===== src/rtl/alu_pkg.sv =====
// Shared types and constants for the alu command sequencer.
// Latency: n/a (types only).
// Backpressure: n/a (types only).
package alu_pkg;

    // Shortest pipeline the alu can be built with; LAT below this cannot capture a valid result.
    localparam int ALU_MIN_LAT = 3;

    typedef enum logic [1:0] {
        OP_ADD = 2'd0,
        OP_SUB = 2'd1,
        OP_CMP = 2'd2,
        OP_CLR = 2'd3
    } alu_op_t;

    typedef enum logic [2:0] {
        S_INIT  = 3'd0,
        S_IDLE  = 3'd1,
        S_ISSUE = 3'd2,
        S_WAIT  = 3'd3,
        S_RESP  = 3'd4
    } seq_state_t;

endpackage


===== src/rtl/alu_sequencer_lat_counter.sv =====
// Loadable down-counter that flags the final cycle of the alu wait window.
// Latency: last is high during the LAT-th cycle after the load edge.
// Backpressure: none; counts whenever dec is high and the count is non-zero.
module alu_sequencer_lat_counter
    import alu_pkg::*;
#(
    parameter int LAT = ALU_MIN_LAT,
    parameter int CW  = $clog2(LAT + 1)
) (
    input  logic clk,
    input  logic rst,
    input  logic load,
    input  logic dec,
    output logic last
);

    logic [CW-1:0] cnt;

    // Load with LAT when the issue cycle ends, then count down once per wait cycle.
    always_ff @(posedge clk or negedge rst) begin
        if (!rst) begin
            cnt <= '0;
        end else if (load) begin
            cnt <= CW'(LAT);
        end else if (dec && (cnt != '0)) begin
            cnt <= cnt - CW'(1);
        end
    end

    assign last = (cnt == CW'(1));

endmodule


===== src/rtl/alu_sequencer.sv =====
// Drives one alu instance from a valid/ready request port and returns its result on a valid/ready response port.
// Latency: rsp_valid rises LAT+1 edges after the accept edge; one op per LAT+3 cycles.
// Backpressure: req_ready only in IDLE (no queueing); response held stable in RESP until rsp_ready.
module alu_sequencer
    import alu_pkg::*;
#(
    parameter int WIDTH = 8,
    parameter int LAT   = 3
) (
    input  logic             clk,
    input  logic             rst,
    input  logic             req_valid,
    output logic             req_ready,
    input  logic [1:0]       req_op,
    input  logic [WIDTH-1:0] req_a,
    input  logic [WIDTH-1:0] req_b,
    output logic             rsp_valid,
    input  logic             rsp_ready,
    output logic [1:0]       rsp_op,
    output logic [WIDTH-1:0] rsp_data,
    output logic             rsp_carry,
    output logic             rsp_zero,
    output logic             busy,
    output logic             alu_rst,
    output logic             alu_sum,
    output logic             alu_sub,
    output logic             alu_fi,
    output logic [WIDTH-1:0] alu_a,
    output logic [WIDTH-1:0] alu_b,
    input  logic [WIDTH-1:0] alu_out,
    input  logic             alu_carry,
    input  logic             alu_zero
);

    seq_state_t state;
    alu_op_t    op_q;
    alu_op_t    req_op_e;
    logic       wait_last;

    assign req_op_e = alu_op_t'(req_op);

    alu_sequencer_lat_counter #(
        .LAT(LAT)
    ) u_lat (
        .clk  (clk),
        .rst  (rst),
        .load (state == S_ISSUE),
        .dec  (state == S_WAIT),
        .last (wait_last)
    );

    // Sequencer FSM; every output is a flop so nothing on the ports reaches an output combinationally.
    always_ff @(posedge clk or negedge rst) begin
        if (!rst) begin
            state     <= S_INIT;
            op_q      <= OP_ADD;
            req_ready <= 1'b0;
            rsp_valid <= 1'b0;
            rsp_op    <= '0;
            rsp_data  <= '0;
            rsp_carry <= 1'b0;
            rsp_zero  <= 1'b0;
            busy      <= 1'b1;
            alu_rst   <= 1'b1;
            alu_sum   <= 1'b0;
            alu_sub   <= 1'b0;
            alu_fi    <= 1'b0;
            alu_a     <= '0;
            alu_b     <= '0;
        end else begin
            case (state)
                // alu_rst has been high for this cycle, which clears the alu.
                S_INIT: begin
                    state     <= S_IDLE;
                    alu_rst   <= 1'b0;
                    req_ready <= 1'b1;
                    busy      <= 1'b0;
                end
                // Strobes for the issue cycle are decoded here so they come straight from flops.
                S_IDLE: begin
                    if (req_valid) begin
                        state     <= S_ISSUE;
                        op_q      <= req_op_e;
                        alu_a     <= req_a;
                        alu_b     <= req_b;
                        req_ready <= 1'b0;
                        busy      <= 1'b1;
                        alu_sum   <= (req_op_e == OP_ADD);
                        alu_sub   <= (req_op_e == OP_SUB) || (req_op_e == OP_CMP);
                        alu_rst   <= (req_op_e == OP_CLR);
                    end
                end
                S_ISSUE: begin
                    state   <= S_WAIT;
                    alu_sum <= 1'b0;
                    alu_sub <= 1'b0;
                    alu_rst <= 1'b0;
                    alu_fi  <= 1'b1;
                end
                // Flags are passed through untouched; CMP only reports flags, so its data is zeroed.
                S_WAIT: begin
                    if (wait_last) begin
                        state     <= S_RESP;
                        rsp_data  <= (op_q == OP_CMP) ? '0 : alu_out;
                        rsp_carry <= alu_carry;
                        rsp_zero  <= alu_zero;
                        rsp_op    <= op_q;
                        rsp_valid <= 1'b1;
                        alu_fi    <= 1'b0;
                    end
                end
                S_RESP: begin
                    if (rsp_ready) begin
                        state     <= S_IDLE;
                        rsp_valid <= 1'b0;
                        req_ready <= 1'b1;
                        busy      <= 1'b0;
                    end
                end
                // Unreachable encodings recover through INIT so the alu is cleared again.
                default: begin
                    state     <= S_INIT;
                    req_ready <= 1'b0;
                    rsp_valid <= 1'b0;
                    busy      <= 1'b1;
                    alu_rst   <= 1'b1;
                    alu_sum   <= 1'b0;
                    alu_sub   <= 1'b0;
                    alu_fi    <= 1'b0;
                end
            endcase
        end
    end

endmodule


===== config.mk =====
export PLATFORM = sky130hd
export DESIGN_NAME = alu_sequencer
export DESIGN_NICKNAME = d
export VERILOG_FILES = /design/src/rtl/alu_pkg.sv /design/src/rtl/alu_sequencer_lat_counter.sv /design/src/rtl/alu_sequencer.sv
export SDC_FILE = /design/constraint.sdc
export NUM_CORES = 1
export LEC_CHECK = 0
export ABC_AREA = 1
export CAP_MARGIN = 20
export CELL_PAD_IN_SITES_DETAIL_PLACEMENT = 0
export CELL_PAD_IN_SITES_GLOBAL_PLACEMENT = 2
export CORE_MARGIN = 2
export CORE_UTILIZATION = 28
export CTS_BUF_LIST = sky130_fd_sc_hd__clkbuf_8
export DETAILED_ROUTE_END_ITERATION = 10
export GPL_TIMING_DRIVEN = 0
export PLACE_DENSITY_LB_ADDON = 0.3
export SETUP_SLACK_MARGIN = 0.3
export SYNTH_ARGS = -nofsm -noshare
export SYNTH_HDL_FRONTEND = slang
export SYNTH_SLANG_ARGS = --single-unit
export TNS_END_PERCENT = 30

===== constraint.sdc =====
create_clock -name clk -period 2.15 [get_ports clk]
set_input_delay 0.5375 -clock clk [delete_from_list [all_inputs] [get_ports clk]]
set_output_delay 0.5375 -clock clk [all_outputs]
set_load 0.05 [all_outputs]

Word-level counts from Yosys, hierarchy flattened
Index checks and enable logic that the tools add are counted.
- register bits after elaboration: 42
- output and inout bits: 35
- word-level logic and storage cells: 77
- add/sub/neg operators: 1
- equality and inequality tests: 12
- mux-type cells: 23
- bitwise logic cells: 5
- reduce and logical (&&, ||, !) cells: 20
- operators with widths (kind ; number):
    3-bit one-hot mux with 5 select lines ; 1
    2-bit AND reduction ; 5
    1-bit two-way mux ; 9
    3-bit two-way mux ; 3
    1-bit one-hot mux with 3 select lines ; 3
    3-bit AND reduction ; 3
    3-bit OR reduction ; 3
    8-bit two-way mux ; 1
    1-bit one-hot mux with 4 select lines ; 2
    2-bit equality test, second input constant ; 3
    3-bit by 2-bit equality test with 1-bit output, second input constant ; 2
    2-bit != test, second input constant ; 3
    2-bit OR reduction ; 3
    1-bit NOT ; 5
    2-bit by 1-bit equality test with 1-bit output, second input constant ; 2
    2-bit two-way mux ; 2
    1-bit one-hot mux with 2 select lines ; 2
    2-bit nonzero test ; 2
    3-bit by 1-bit equality test with 1-bit output, second input constant ; 1
    3-bit equality test, second input constant ; 1
    3-bit zero test ; 1
    2-bit zero test ; 1
    2-bit by 1-bit subtractor with 2-bit output, second input constant ; 1
    1-bit logical AND ; 1
    1-bit logical OR ; 1

Depth between registers and ports, before layout
Gate-level depths: netlist of the first run.
- word-level depth: 4
- gate-level depth with buffers: 8
- gate-level depth less buffers: 7

By module
From an unflattened synthesis of the first run, not the netlist that was laid out.
- cells, all modules: 222
- area total of the unflattened synthesis: 1969.4 um2
- by module, submodules not included (module ; instances ; cells an instance ; area an instance (um2) ; seq. area each (um2)):
    alu_sequencer ; 1 ; 206 ; 1844.3 ; 1003.5
    alu_sequencer_lat_counter ; 1 ; 16 ; 125.1 ; 50.0

Least setup slack after synthesis of the first run
Ideal clock, no wire load.
- path kind: input to register
- start: in req_valid
- end: reg op_q[1]
- library setup time: 126 ps
- arrival time: 1146 ps
- data required time: 2024 ps
- slack: 878 ps
- stages on the path: 5
- path buffers: 2
- cells stage by stage: clkbuf_1 -> nand2_1 -> buf_2 -> nand2_1 -> o21ai_0
- word-level cells in the longest chain between the ends: 1
- RTL lines (item ; RTL line ; RTL):
    from (decl) ; alu_sequencer.sv:12 ; input logic req_valid,
    2-bit AND reduction (no source line) ; n/a ;
    to (signal assigned) ; alu_sequencer.sv:83 ; op_q <= req_op_e;
    to (decl) ; alu_sequencer.sv:36 ; alu_op_t op_q;
Every way passes these cells.
A chain may end at the register's enable or synchronous reset.

Worst setup path after layout of the first run
- start: reg alu_a[6]
- end: out alu_a[6]
- RTL lines (item ; RTL line ; RTL):
    from (decl) ; alu_sequencer.sv:28 ; output logic [WIDTH-1:0] alu_a,
    from (signal assigned) ; alu_sequencer.sv:84 ; alu_a <= req_a;
No word-level cell between the ends.

==> impl_metrics.ini, run 1 <==
[worst_setup_path]
start_kind = flop
r2r_slack_ns = 0.83
worstSetupPathType = reg2out
r2r-start = state[1]
worstPathRequired_ns = 1.61
cp.depth = 1
cp-startpoint = alu_a[6]
cp_slowest_cell = clkdlybuf4s50_1
path_cells = clkdlybuf4s50_1
reg2reg_depth = 7
crit_arrival_ns = 1.46
reg2reg_to = alu_b[2]
cp-endpoint = alu_a[6]
critPathMaxFanout = 2
worstSetupEndpointType = output port
crit_buf_inv = 1
crit_family = buffers and inverters
critPathMaxStageDelay_ns = 0.81

[timing]
report.final.slew_viol_count = 0
tightest_slew_ns = 0.512
rsz0062_at_grt = true
slew_headroom_pct = 65.7
hold_viol = 0
setup_viol = 0
worst_slack_ns = 0.156
post-route-period-util_pct = 92.7
max_freq_mhz = 502
timing.final.crit_period_ns = 1.99
clock_skew_ns = 0.00436

[die]
die-area_mm2 = 0.00741
num_io_pins = 67
dieHeight_um = 86.1
coreArea_mm2 = 0.00642
initial_core_util_pct = 29.4
rows = 29
fp.dieW_um = 86.1

[clock_network]
clock_path_buffers = 2
htreeDepth = 2
clock_tree.root_cell = clkbuf_8
clkSinkCount = 42
postCtsSetupRepairBufs = 0
cts_buffers = 5
cts_hold_buf = 0
tritoncts = done
clock_latency_ns = 0.28
clk_pin_slew_worst_paths_ns = 0.08

[global_routing]
use_met2_pct = 20.9
grt_usage_pct = 12.9
gr-total-overflow = 0
grt_busiest_layer = met2
antenna_found_initial = 0
grt_use_met1_pct = 16.7
grt_pass1_vias = 1617
gr-usage-met3_pct = 4.04
grt_pass1_wl_um = 7640
grt_max_degree = 34

[pwr]
peakVddDrop_mv = 0.587
power_density_mw_per_mm2 = 1670
leakage_nw = 1.50

[finish]
final.fill_count = 653
diodes = 0
nets = 328
drive_gt1_share_pct = 10.6
seqCellArea_mm2 = 0.00105
multi_input_area_um2 = 708
stdcell_count = 369
syn2layout_area_growth_pct = 47.3

[synth]
yosysTopAreaCell = dfrtp_1
synth_top_area_share_pct = 53.1
synthCells = 218
synth_cell_types = 20
synth_seq_cells = 42
ys_warn_count = 0
ys_seq_area_share_pct = 55.9
synthTopCellsByArea = dfrtp_1, nand2_1, nand3_1, inv_1, dfstp_2
syn_area_per_cell_um2 = 8.65
syn_nets = 254
synth_area_mm2 = 0.00189

[route]
avgRoutedWirePerCell_um = 12.3
drt-initial-drc-count = 73
vias = 1613
viasPerCell = 4.37
firstDrtPassIters = 4
detail-route-antenna-nets = 0
drt-total-wl_um = 4530
drc = 0

[place]
dp.cells = 362
place_ws_ns = 0.161
place_congestion = 0.743
port_buffers = 66
dp.final_hpwl_um = 3280

[status]
run_status = finished clean

[min_path]
worst_hold_path_type = in2async

[run]
max_cap_violations = 0
==> how the worst min path moves through the flow <==
stage / startpoint / endpoint / depth (start not counted)
global route: rst / state[0] / 1
floorplan: rst / alu_a[0] / 0
global placement: alu_rst / alu_rst / 2
detailed placement: rst / alu_a[3] / 1
CTS: rst / state[0] / 1
finish: rst / state[0] / 1
==> cells in the final DEF (no fill, tap or decap), drive strengths merged <==
cell type	n
nor2	9
buf	10
dfstp	2
clkdlybuf4s15	1
nand4	4
clkdlybuf4s50	48
nand2	92
inv	16
clkbuf	7
ha	4
o21ai	14
dfrtp	40
a21oi	4
nand3	24
bufinv	1
dlymetal6s2s	7
dlygate4sd2	9
==> synth_stat cells <==
cell type   n
a21oi_1     4
buf_2       3
buf_4       3
buf_6       2
clkbuf_1    1
dfrtp_1    40
dfstp_2     2
ha_1        4
inv_1      16
nand2_1    90
nand2_2     2
nand3_1    22
nand3_2     2
nand4_1     4
nor2_1      7
nor2_2      1
nor2_4      1
o21ai_0     4
o21ai_1     5
o21ai_2     5
==> routing by layer <==
layer | part of all wire, % | wire, µm
met3 | 6.8 | 307
met2 | 45 | 2030
met1 | 47 | 2150
met5 | 0 | 0
met4 | 0.93 | 42
==> layout make-up <==
type	count	share of cell area, %
clock buffers	6	2.97
multi-input cells	151	25.5
plain buffers	9	2.30
flip-flops and latches	42	37.9
clock inverters	1	1.08
well taps	77	3.47
repair buffers	67	24.6
inverters	16	2.16
==> flip-flops by register name (all words and copies together), names as in the netlist, 2 cells and up <==
signal and cells:
rsp_data 8, rsp_op 2, alu_b 8, state 3
alu_a 8, u_lat.cnt 2, op_q 2
==> kinds of logic after synthesis <==
family	after synthesis	synth area share [%]
buf+inv	25	6.57
flops	42	55.9
compound gates	18	5.77
simple gates	129	29.1
fa+ha+maj	4	2.65
==> timing repair <==
action	4_1_cts	5_1_grt
gates cloned	0	0
endpoints found under the setup margin	35	26
resized for setup	12	7
hold endpoints to repair	0	0
==> per-stage QoR <==
| step | utilization [%] | power, W | hold slack [ns] | TNS (ns) | instance area (µm²) |
|---|---|---|---|---|---|
| finish | 43.2 | 0.00465 | 0.119 | 0 | 2780 |
| global route | 43.2 | 0.00500 | 0.113 | 0 | 2780 |
| CTS | 43.0 | 0.00473 | 0.122 | 0 | 2760 |
| detailed placement | 41.4 | 0.00413 | 0.440 | 0 | 2660 |
| global placement | 41.1 | 0.00410 | 0.452 | -28.87 | 2640 |
| floorplan | - | 0.00323 | 0.242 | 0 | 1890 |
==> power by group <==
group          internal, W  leakage (nW)  switching (W)
clock             0.000372        0.0573       0.000264
sequential         0.00116         0.518       0.000201
combinational     0.000842         0.922        0.00181
total              0.00237          1.50        0.00228
Note: power is estimated with default switching activity, not from simulation.
==> run 2, diff against run 1 <==
--- a/config.mk
+++ b/config.mk
@@ -16,6 +16,7 @@
 export GPL_TIMING_DRIVEN = 0
 export PLACE_DENSITY_LB_ADDON = 0.3
 export SETUP_SLACK_MARGIN = 0.3
+export SKIP_LAST_GASP = 1
 export SYNTH_ARGS = -nofsm -noshare
 export SYNTH_HDL_FRONTEND = slang
 export SYNTH_SLANG_ARGS = --single-unit
==> results of run 2 <==
The final DEF is identical to that of run 1; final timing and power are the same.
==> run 3, diff against run 2 <==
--- a/config.mk
+++ b/config.mk
@@ -7,10 +7,8 @@
 export LEC_CHECK = 0
 export ABC_AREA = 1
 export CAP_MARGIN = 20
-export CELL_PAD_IN_SITES_DETAIL_PLACEMENT = 0
-export CELL_PAD_IN_SITES_GLOBAL_PLACEMENT = 2
 export CORE_MARGIN = 2
-export CORE_UTILIZATION = 28
+export CORE_UTILIZATION = 50
 export CTS_BUF_LIST = sky130_fd_sc_hd__clkbuf_8
 export DETAILED_ROUTE_END_ITERATION = 10
 export GPL_TIMING_DRIVEN = 0
==> run 3 against run 2 <==
Final cell count down 7.6%. Clock power is 4.1% lower. Die area fell by 42%. Combinational power about the same. Register-to-register slack is essentially flat. Count of clock-buffer cells in the layout decreased by 1. Maximum frequency barely moved. Cell area is 1.4% lower. Critical endpoint is now rsp_op[1]. Global-route usage up 7.9 points. Hold slack better by 0.032 ns. First-iteration DRC count increased by 40%.
==> impl_metrics.ini, run 3 (same netlist as run 1, synthesis figures left out) <==
[worst_setup_path]
cp-startpoint = rsp_op[1]
cp-endpoint = rsp_op[1]
r2r-start = state[1]
crit_arrival_ns = 1.45
crit_buf_inv = 1
path_cells = clkdlybuf4s50_1
r2r_slack_ns = 0.83
reg2reg_depth = 6
worstPathRequired_ns = 1.61
critPathMaxStageDelay_ns = 0.81
cp_slowest_cell = clkdlybuf4s50_1
crit_family = buffers and inverters
start_kind = flop
worstSetupPathType = reg2out
worstSetupEndpointType = output port
reg2reg_to = rsp_data[2]
critPathMaxFanout = 2
cp.depth = 1

[run]
max_cap_violations = 0

[clock_network]
clkSinkCount = 42
htreeDepth = 2
postCtsSetupRepairBufs = 0
clk_pin_slew_worst_paths_ns = 0.08
cts_buffers = 5
clock_path_buffers = 2
clock_latency_ns = 0.29
clock_tree.root_cell = clkbuf_8
cts_hold_buf = 0
tritoncts = done

[timing]
slew_headroom_pct = 65.9
report.final.slew_viol_count = 0
setup_viol = 0
tightest_slew_ns = 0.510
worst_slack_ns = 0.158
max_freq_mhz = 502
rsz0062_at_grt = true
hold_viol = 0
clock_skew_ns = 0.00330
post-route-period-util_pct = 92.7
timing.final.crit_period_ns = 1.99

[pwr]
power_density_mw_per_mm2 = 1690
switching_share_pct = 49.4
p_int_w = 0.00234
seqPwrFrac_pct = 29.5
comb_power_share_pct = 57.3
leakage_nw = 1.50
peakVddDrop_mv = 0.837
clockPowerShare_pct = 13.2
power_w = 0.00462
power_switching_w = 0.00228

[finish]
syn2layout_area_growth_pct = 45.2
drive_gt1_share_pct = 10.9
seqCellArea_mm2 = 0.00105
nets = 328
final_cell_area_mm2 = 0.00274
reg_top3 = alu_a x8, alu_b x8, rsp_data x8
multi_input_area_um2 = 708
final_cell_mix = nand2_1, clkdlybuf4s50_1, dfrtp_1
layout_commonest_cell = nand2_1
final.fill_count = 303
diodes = 0
stdcell_count = 341

[global_routing]
grt_pass1_wl_um = 6910
antenna_found_initial = 0
grt_pass1_vias = 1563
grt_max_degree = 28
grt_usage_pct = 20.8
gr-total-overflow = 0

[place]
place_ws_ns = 0.148
dp.final_hpwl_um = 2950
dp.cells = 333
placed_area_mm2 = 0.00262
port_buffers = 66
place_congestion = 0.852

[min_path]
worst_hold_path_type = in2async

[route]
drc = 0
detail-route-antenna-nets = 0
vias = 1654
viasPerCell = 4.85
firstDrtPassIters = 4
drt-initial-drc-count = 102
drt-total-wl_um = 4070
avgRoutedWirePerCell_um = 11.9

[die]
dieHeight_um = 65.4
num_io_pins = 67
coreArea_mm2 = 0.00363
die-area_mm2 = 0.00428
initial_core_util_pct = 51.9
rows = 22
fp.dieW_um = 65.4

[status]
run_status = finished clean
[run 3: cell count changes in the layout (fill, tap and decap cells not counted), sizes merged]
cell,change
clkbuf,-1
clkinv,+2
[run 3: worst min path at each step]
stage,startpoint,slack [ns],cells past startpoint,endpoint
after global placement,alu_rst,0.45,2,alu_rst
after global routing,rst,0.17,1,alu_b[1]
after detailed placement,alu_rst,0.46,2,alu_rst
final,rst,0.15,1,alu_fi
after CTS,rst,0.15,1,alu_b[1]
after floorplan,rst,0.24,0,alu_a[0]
[run 3: area by class of cell]
type	instances	area share, %
multi-input combinational	151	25.9
buffer	9	2.33
clock buffer	5	2.51
tap	48	2.19
inverter	16	2.19
clock inverter	3	1.46
sequential	42	38.5
timing repair buffer	67	25.0
[run 3: timing repair]
action                     in CTS  in global routing
gates resized for setup        12                  7
setup endpoints to repair      35                 26
pin swaps                       0                  0
[run 3: power groups by stage]
stage               logic (W)  clock network, W  registers (W)
CTS                   0.00268          0.000626        0.00137
finish                0.00265          0.000610        0.00136
detailed placement    0.00272                 0        0.00138
global placement      0.00267                 0        0.00137
global route          0.00286          0.000661        0.00141
floorplan            0.000842                 0        0.00238
[run 3: routing by layer]
layer,wire length (µm),vias to the layer above,share of wire [%],global-route usage (%)
li1,-,837,-,-
met1,1770,750,43,26.5
met2,1930,61,48,34.4
met3,328,6,8.1,6.85
met4,39,0,0.96,4.69
met5,0,-,0,0
[run 3: through the flow]
stage / utilization, % / TNS, ns / hold WS, ns
2_1_floorplan: - / 0 / 0.242
3_3_place_gp: 71.7 / -19.91 / 0.451
3_5_place_dp: 72.1 / 0 / 0.456
4_1_cts: 74.9 / 0 / 0.154
5_1_grt: 75.3 / 0 / 0.171
6_report: 75.3 / 0 / 0.151
